===== src/rtl/uart_pkg.sv =====
// Shared UART constants: the selectable baud table and the NCO increment
// calculation used by the baud generator and future TX/RX engines.
package uart_pkg;

    localparam int BAUD_SEL_W = 3;
    localparam int NUM_BAUDS  = 8;

    localparam logic [31:0] BAUD_TABLE [NUM_BAUDS] = '{
        32'd1200, 32'd2400, 32'd4800, 32'd9600,
        32'd19200, 32'd38400, 32'd57600, 32'd115200
    };

    // round(baud * os * 2^acc_w / clk_hz); evaluated at elaboration only
    function automatic logic [63:0] baud_inc(
        input logic [63:0] clk_hz,
        input logic [63:0] baud,
        input logic [63:0] os,
        input int          acc_w
    );
        logic [63:0] num;
        num = (baud * os) << acc_w;
        return (num + (clk_hz >> 1)) / clk_hz;
    endfunction

endpackage


===== src/rtl/uart_baud_gen_nco.sv =====
// Phase accumulator: adds inc every enabled cycle and registers the carry out
// as a one-cycle tick; the fractional remainder stays in the accumulator.
module uart_nco #(
    parameter int ACC_W = 24
) (
    input  logic             sysclk,
    input  logic             rst,
    input  logic             clr,
    input  logic             en,
    input  logic [ACC_W-1:0] inc,
    output logic             tick
);

    logic [ACC_W-1:0] acc_q, acc_d;
    logic             tick_q, tick_d;
    logic [ACC_W:0]   sum;

    always_comb begin
        sum    = {1'b0, acc_q} + {1'b0, inc};
        acc_d  = acc_q;
        tick_d = 1'b0;
        if (clr) begin
            acc_d = '0;
        end else if (en) begin
            acc_d  = sum[ACC_W-1:0];
            tick_d = sum[ACC_W];
        end
    end

    always_ff @(posedge sysclk) begin
        if (rst) begin
            acc_q  <= '0;
            tick_q <= 1'b0;
        end else begin
            acc_q  <= acc_d;
            tick_q <= tick_d;
        end
    end

    assign tick = tick_q;

endmodule


===== src/rtl/uart_baud_gen.sv =====
// Baud-rate enable generator: NCO oversample tick plus bit/mid-bit ticks,
// run-time rate select (applied at bit boundaries) and start-bit resync.
module uart_baud_gen
    import uart_pkg::*;
#(
    parameter int CLK_HZ      = 50_000_000,
    parameter int OVERSAMPLE  = 16,
    parameter int ACC_W       = 24,
    parameter int DEFAULT_SEL = 3
) (
    input  logic                          sysclk,
    input  logic                          rst,
    input  logic                          en,
    input  logic                          resync,
    input  logic [BAUD_SEL_W-1:0]         baud_sel,
    output logic                          os_tick,
    output logic                          bit_tick,
    output logic                          mid_tick,
    output logic [$clog2(OVERSAMPLE)-1:0] os_cnt,
    output logic [BAUD_SEL_W-1:0]         sel_q
);

    localparam int CNT_W = $clog2(OVERSAMPLE);
    localparam logic [CNT_W-1:0] CNT_LAST = CNT_W'(OVERSAMPLE - 1);
    localparam logic [CNT_W-1:0] CNT_MID  = CNT_W'(OVERSAMPLE / 2 - 1);
    localparam logic [BAUD_SEL_W-1:0] SEL_RST = BAUD_SEL_W'(DEFAULT_SEL);

    if ((OVERSAMPLE % 2) != 0 || OVERSAMPLE < 4 || OVERSAMPLE > 64) begin : g_bad_os
        $error("uart_baud_gen: OVERSAMPLE must be even and within 4..64");
    end

    logic [ACC_W-1:0] inc_table [NUM_BAUDS];

    for (genvar gi = 0; gi < NUM_BAUDS; gi++) begin : g_inc
        localparam logic [63:0] INC64 =
            baud_inc(64'(CLK_HZ), 64'(BAUD_TABLE[gi]), 64'(OVERSAMPLE), ACC_W);
        // Keeps carries at least two cycles apart, so every tick is a clean pulse
        if ((64'(BAUD_TABLE[gi]) * 64'(OVERSAMPLE)) > (64'(CLK_HZ) / 64'd2)) begin : g_too_fast
            $error("uart_baud_gen: baud rate too high for CLK_HZ and OVERSAMPLE");
        end
        if (INC64 == 64'd0) begin : g_zero_inc
            $error("uart_baud_gen: baud increment rounds to zero, widen ACC_W");
        end
        assign inc_table[gi] = INC64[ACC_W-1:0];
    end

    logic [CNT_W-1:0] os_cnt_q, os_cnt_d;
    logic [ACC_W-1:0] inc_q, inc_d;
    logic [BAUD_SEL_W-1:0] sel_d;
    logic             rate_load;
    logic             nco_en;

    uart_nco #(
        .ACC_W (ACC_W)
    ) u_nco (
        .sysclk (sysclk),
        .rst    (rst),
        .clr    (resync),
        .en     (nco_en),
        .inc    (inc_q),
        .tick   (os_tick)
    );

    assign nco_en   = en & ~resync;
    assign bit_tick = os_tick & (os_cnt_q == CNT_LAST);
    assign mid_tick = os_tick & (os_cnt_q == CNT_MID);
    assign os_cnt   = os_cnt_q;

    always_comb begin
        os_cnt_d = os_cnt_q;
        if (resync) begin
            os_cnt_d = '0;
        end else if (en && os_tick) begin
            os_cnt_d = (os_cnt_q == CNT_LAST) ? '0 : os_cnt_q + 1'b1;
        end

        // A new rate only takes effect where no bit is in flight
        rate_load = ~en | resync | bit_tick;
        sel_d     = sel_q;
        inc_d     = inc_q;
        if (rate_load) begin
            sel_d = baud_sel;
            inc_d = inc_table[baud_sel];
        end
    end

    always_ff @(posedge sysclk) begin
        if (rst) begin
            os_cnt_q <= '0;
            sel_q    <= SEL_RST;
            inc_q    <= inc_table[SEL_RST];
        end else begin
            os_cnt_q <= os_cnt_d;
            sel_q    <= sel_d;
            inc_q    <= inc_d;
        end
    end

endmodule


===== config.mk =====
export PLATFORM = sky130hd
export DESIGN_NAME = uart_baud_gen
export DESIGN_NICKNAME = d
export VERILOG_FILES = /design/src/rtl/uart_pkg.sv /design/src/rtl/uart_baud_gen_nco.sv /design/src/rtl/uart_baud_gen.sv
export SDC_FILE = /design/constraint.sdc
export NUM_CORES = 1
export LEC_CHECK = 0
export CAP_MARGIN = 0
export CORE_UTILIZATION = 58
export CTS_BUF_LIST = sky130_fd_sc_hd__clkbuf_4 sky130_fd_sc_hd__clkbuf_8
export CTS_CLUSTER_SIZE = 16
export DETAILED_ROUTE_END_ITERATION = 10
export GPL_TIMING_DRIVEN = 1
export PLACE_DENSITY = 0.78
export SYNTH_ARGS = -nofsm -noshare
export SYNTH_HDL_FRONTEND = slang
export SYNTH_SLANG_ARGS = --single-unit

===== constraint.sdc =====
create_clock -name sysclk -period 4.4 [get_ports sysclk]
set_input_delay 1.32 -clock sysclk [delete_from_list [all_inputs] [get_ports sysclk]]
set_output_delay 1.32 -clock sysclk [all_outputs]
set_load 0.02 [all_outputs]

==> results of run 1 <==
final cells by class:
class	instances	area (sq um)	share of cell area
repair buffers	20	190	0.0559
well taps	70	87.6	0.0257
clock buffers	7	90.1	0.0265
inverters	13	48.8	0.0143
multi-input cells	292	1940	0.569
flip-flops and latches	52	1040	0.306
clock inverters	1	7.51	0.00221
per-layer routing:
metal	wire, microns	vias up	track usage
met5	0	-	0
met4	119	0	0.0860
met3	253	12	0.0522
met2	3050	60	0.409
met1	3220	1246	0.334
li1	-	1377	-
cells by family after synthesis:
| family | synth area share |
|---|---|
| flops | 0.337 |
| simple gates | 0.217 |
| xor+xnor | 0.0369 |
| fa+ha+maj | 0.120 |
| compound gates | 0.217 |
| buf+inv | 0.0360 |
| mux | 0.0360 |
Yosys cell counts (all sizes together) (6+ instances only):
cell / instances
a21o: 7
o21ai: 22
a21oi: 30
clkbuf: 12
nand3: 22
nor3: 7
nor2: 44
dfxtp: 52
inv: 13
xor2: 6
a211oi: 13
xnor2: 7
a211o: 8
nand4: 6
nand2: 25
mux2i: 10
ha: 28
nand2b: 10
where the power goes:
part | switching, W | internal (W) | total (W)
clock network | 0.000154 | 0.000134 | 0.000289
registers | 0.0000164 | 0.000494 | 0.000511
logic | 0.000109 | 0.0000795 | 0.000188
total | 0.000280 | 0.000708 | 0.000988
worst max-delay path, cell delays in order, from the launching register on:
cell and delay [ns]:
dfxtp_1 0.42, ha_1 0.22, nand4_1 0.17, inv_1 0.18
clkdlybuf4s50_1 0.63
stage by stage:
stage               instances  hold slack (ns)  power, W  worst slack [ns]   util
floorplan                 373            0.429  0.000660              1.86      -
global placement          447            0.448  0.000702              1.11  0.647
detailed placement        447            0.453  0.000707              1.05  0.647
CTS                       455            0.470  0.000993              1.14  0.666
global route              455            0.491   0.00104              1.02  0.666
finish                    455            0.467  0.000988              1.15  0.666
registers in the layout (all words and copies together), names as in the netlist:
| register | cells |
|---|---|
| u_nco.acc_q | 24 |
| inc_q | 20 |
| os_cnt | 4 |
| sel_q | 3 |
| u_nco.tick | 1 |
path summary, 6_finish.rpt:
kind,startpoint,end,slack (ns),cells past startpoint
max,os_cnt[0],bit_tick,1.15,4
min,sel_q[2],sel_q[2],0.47,2
max reg2reg,inc_q[0],u_nco.acc_q[18],1.84,9
min reg2reg,sel_q[2],sel_q[2],0.47,2
==> summary.txt, run 1 <==
Yosys
  – #FFs+latches synth: 52
  – Synth Area per Inst: 8.28 sq um
  – Dominant cell type by area after synthesis: dfxtp_1
  – Synth top area share: 0.337
  – Ys async rst share: 0
  – Mapped Nets: 409
  – Yosys warns: 0
  – Post-synth EDFFs: 0
  – Cell area after synthesis: 0.00309 sq mm
  – Main synth FF type: dfxtp_1
  – Number of distinct library cells after synthesis: 50
  – Synth area leaders: dfxtp_1 (34%), ha_1 (11%), nor2_1 (5.3%)
  – Mapped Cells: 373
  – Post-synthesis sequential area ratio: 0.337

Die
  – Row Count: 26
  – Die height: 75.0 microns
  – Full die area: 0.00562 sq mm
  – IO Pins: 17
  – Core area: 0.00511 sq mm
  – Initial Util: 0.605
  – Chip width: 75.0 microns

Layout
  – Commonest non-fill, non-tap cell in the layout: dfxtp_1
  – Share of cells above drive strength 1: 0.0545
  – Fill count: 463
  – Finished Cell Area: 0.00340 sq mm
  – Final #Nets: 420
  – Ant diodes: 0
  – Most frequent cells in the layout: dfxtp_1 (52), nor2_1 (44), a21oi_1 (29)
  – Layout area overhead: 10.1%

Global routing
  – Initial antenna violation count: 0
  – Vias in the first global route: 2340
  – Gr usage total: 0.252
  – Largest net degree at the start of global routing: 28
  – First-pass GRT wire length: 10700 microns
  – Global route total overflow: 0

Detailed routing
  – DRC Markers: 0
  – WL per Instance: 14.6 microns
  – 1st-pass router iterations: 4
  – Iter 0 DRT Violations: 101
  – Drt total wl: 6640 microns
  – Via count: 2695
  – Via density: 5.92
  – Remaining antenna violation count: 0

STA
  – Slew @ Worst Pin: 0.725 ns
  – Final Hold Fails: 0
  – Minimum clock period: 3.25 ns
  – Setup TNS: 0 ns
  – Final Cycle Share: 0.739
  – Slew Limit Fails: 0
  – Clock skew: 0.00624 ns
  – Slew HR: 0.515
  – RSZ-0062 raised after global routing: false
  – FMAX: 307 MHz
  – Setup-failing EPs final: 0

Clock tree
  – CTS buffer count: 5
  – Worst-skew pair later-pin latency: 0.31 ns
  – Clock transition at the registers of the reported paths: 0.09 ns
  – H-tree depth: 2
  – Resize count post-CTS: 0
  – Clock Sinks: 52
  – CTS Buffer Depth: 2
  – TritonCTS clock tree: yes
  – Root buf cell: clkbuf_8
  – Post-CTS Setup Inserts: 0
  – CTS hold repair buffers: 0

Placement
  – DPL Wire Length: 4880 microns
  – Post-DP Area: 0.00330 sq mm
  – Number of port buffers: 16
  – GP Congestion: 0.883

Run status
  – Status: complete, no violations

Critical path
  – Crit path kind: flip-flop to primary output
  – Crit Path Max Fanout: 5
  – Critical Path End Type: primary output
  – Crit start category: flip-flop
  – Arrival time worst endpoint: 1.93 ns
  – Req. time, crit path: 3.08 ns

Power and ir drop
  – Worst VDD drop: 0.183 mV
  – PwrDens: 290 mW/mm^2
  – P_leak: 1.45 nW

Hold path
  – Hold Path Class: flip-flop to flip-flop

Job
  – Max-cap violation count: 0
No activity file was read; power rests on OpenSTA's default activity.
==> run 2, diff against run 1 <==
- CORE_UTILIZATION: 58 -> 56
- clock period: 4.4 -> 2.86 ns (I/O delays scaled with it)
==> run 2 against run 1 <==
Highest routed layer unchanged. Non-clock buffer count increased by 6. Global-route usage up 0.16 points. Critical path depth did not move. Wire length increased by 1.7%. Largest cell class unchanged. Hold slack worse by 0.0096 ns. Final area increased by 1.4%. Critical path type unchanged. Sequential share of layout area decreased by 0.41 points. Cell count rose by 1.3%. Sequential power grew 54%.
==> summary.txt, run 2 (same netlist as run 1, synthesis figures left out) <==
Run status
  – Status: complete, no violations

STA
  – Clock skew: 0.0143 ns (+0.00806 ns)
  – Setup-failing EPs final: 0 (unchanged)
  – Final Hold Fails: 0 (unchanged)
  – Setup TNS: 0 ns (unchanged)
  – RSZ-0062 raised after global routing: false
  – FMAX: 390 MHz
  – Slew @ Worst Pin: 0.432 ns (-0.293 ns)
  – Slew HR: 0.711 (+0.196)
  – Final Cycle Share: 0.897
  – Slew Limit Fails: 0 (unchanged)
  – Minimum clock period: 2.57 ns

Layout
  – Multi-input logic area: 0.00194 sq mm (unchanged)
  – Share of cells above drive strength 1: 0.0691 (+0.0145)
  – Commonest non-fill, non-tap cell in the layout: dfxtp_1
  – Largest register FFs: 24 (unchanged)
  – Finished Layout Cells: 461 (+1.3%)
  – Fill count: 440 (-5.0%)
  – Most flop-heavy register: u_nco.acc_q
  – Most frequent cells in the layout: dfxtp_1 (52), nor2_1 (44), a21oi_1 (29)
  – Fin util: 0.663 (-0.00360)
  – Final #Nets: 426 (+1.4%)
  – Layout area overhead: 11.6%
  – Finished Cell Area: 0.00345 sq mm (+1.4%)
  – Ant diodes: 0 (unchanged)
  – FF+latch area: 0.00104 sq mm (unchanged)

Clock tree
  – Worst-skew pair later-pin latency: 0.31 ns (about the same)
  – CTS Buffer Depth: 2 (unchanged)
  – Clock Sinks: 52 (unchanged)
  – TritonCTS clock tree: yes
  – Clock transition at the registers of the reported paths: 0.11 ns (+0.02 ns)
  – Post-CTS Setup Inserts: 0 (unchanged)
  – H-tree depth: 2 (unchanged)
  – CTS hold repair buffers: 0 (unchanged)
  – Root buf cell: clkbuf_8
  – CTS buffer count: 5 (unchanged)
  – Resize count post-CTS: 0 (unchanged)

Critical path
  – Req. time, crit path: 2.00 ns (-1.08 ns)
  – Worst R2R End: u_nco.acc_q[18]
  – R2R setup slack: 0.34 ns (-1.50 ns)
  – R2r startpoint: inc_q[0]
  – Crit Path Max Fanout: 5 (unchanged)
  – Crit start category: flip-flop
  – Arrival time worst endpoint: 1.71 ns (-0.22 ns)
  – Crit path kind: flip-flop to primary output
  – Reg2Reg Depth: 9 (unchanged)
  – Critical Path End Type: primary output

Global routing
  – First-pass GRT wire length: 12000 microns (+12%)
  – Vias in the first global route: 2629 (+12%)
  – Largest net degree at the start of global routing: 25 (-11%)
  – Initial antenna violation count: 0 (unchanged)
  – Gr usage total: 0.254 (+0.00165)
  – Global route total overflow: 0 (unchanged)

Power and ir drop
  – Logic pwr share: 0.194 (+0.003)
  – Clk network pwr share: 0.293 (about the same)
  – P_leak: 1.50 nW (+3.5%)
  – PwrDens: 445 mW/mm^2 (+53%)
  – Switching part of the total: 0.292 (+0.00855)
  – NetSw: 0.000448 W (+60%)
  – Total power: 0.00153 W (+55%)
  – Worst VDD drop: 0.372 mV (+100%)
  – Sequential fraction of design power: 0.512 (-0.005)
  – Cell Int Power: 0.00109 W (+54%)

Hold path
  – Worst hold endpoint: u_nco.acc_q[17]
  – Hold Path Class: flip-flop to flip-flop
  – Hold depth: 2 (unchanged)
  – Hold path start: u_nco.acc_q[17]

Die
  – IO Pins: 17 (unchanged)
  – Row Count: 26 (unchanged)
  – Core area: 0.00520 sq mm (+1.9%)
  – Die height: 76.3 microns (+1.7%)
  – Full die area: 0.00582 sq mm (+3.5%)
  – Chip width: 76.3 microns (+1.7%)
  – Initial Util: 0.594 (-0.0113)

Detailed routing
  – DRC Markers: 0 (unchanged)
  – Drt total wl: 6750 microns (+1.7%)
  – Via density: 5.92 (-0.13%)
  – Via count: 2727 (+1.2%)
  – Remaining antenna violation count: 0 (unchanged)
  – WL per Instance: 14.6 microns (+0.42%)
  – Iter 0 DRT Violations: 114 (+13%)
  – 1st-pass router iterations: 4 (unchanged)

Placement
  – Number of placed instances, taps included: 453 (+1.3%)
  – DPL Wire Length: 4920 microns (+0.92%)
  – Number of port buffers: 16 (unchanged)
  – Post-DP Area: 0.00335 sq mm (+1.4%)
  – GP Congestion: 0.936 (+6.0%)

Job
  – Max-cap violation count: 0 (unchanged)
-- run 2: power groups by stage --
stage               sequential, W  combinational, W  clock, W
global placement         0.000801          0.000286         0
floorplan                0.000796          0.000220         0
CTS                      0.000786          0.000296  0.000460
finish                   0.000786          0.000298  0.000450
detailed placement       0.000802          0.000292         0
global route             0.000791          0.000334  0.000495
-- run 2: worst max-delay path, stage by stage, from the launching register on --
cell and delay (ns):
dfxtp_1 0.42, ha_1 0.21, nand3_1 0.08, nor2_1 0.09
clkdlybuf4s50_1 0.60
-- run 2: how the worst max path moves through the flow --
| stage | start | slack (ns) | endpoint |
|---|---|---|---|
| 2_1_floorplan | inc_q[0] | 0.73 | u_nco.acc_q[18] |
| 3_3_place_gp | baud_sel[0] | 0.34 | inc_q[3] |
| 3_5_place_dp | baud_sel[0] | 0.32 | inc_q[3] |
| 4_1_cts | os_cnt[0] | 0.13 | bit_tick |
| 5_1_grt | os_cnt[0] | 0.14 | mid_tick |
| 6_report | os_cnt[0] | 0.29 | mid_tick |
-- run 2: stage by stage --
step                hold WS, ns  worst slack [ns]
global route              0.488             0.140
global placement          0.438             0.338
CTS                       0.462             0.125
floorplan                 0.429             0.730
finish                    0.457             0.294
detailed placement        0.449             0.324
-- run 2: area by class of cell --
class,instances,share of cell area
Timing Repair Buffer,26,0.0689
Clock inverter,2,0.00399
Inverter,13,0.0142
Multi-Input combinational cell,292,0.562
Sequential cell,52,0.302
Clock buffer,6,0.0239
Tap cell,70,0.0254
-- run 2: metal layers --
| metal | wire (microns) | part of all wire | track usage | vias to the layer above |
|---|---|---|---|---|
| met5 | 0 | 0 | 0 | - |
| met4 | 139 | 0.021 | 0.0923 | 0 |
| met3 | 253 | 0.037 | 0.0539 | 14 |
| met2 | 3170 | 0.47 | 0.427 | 61 |
| met1 | 3190 | 0.47 | 0.319 | 1270 |
| li1 | - | - | - | 1382 |
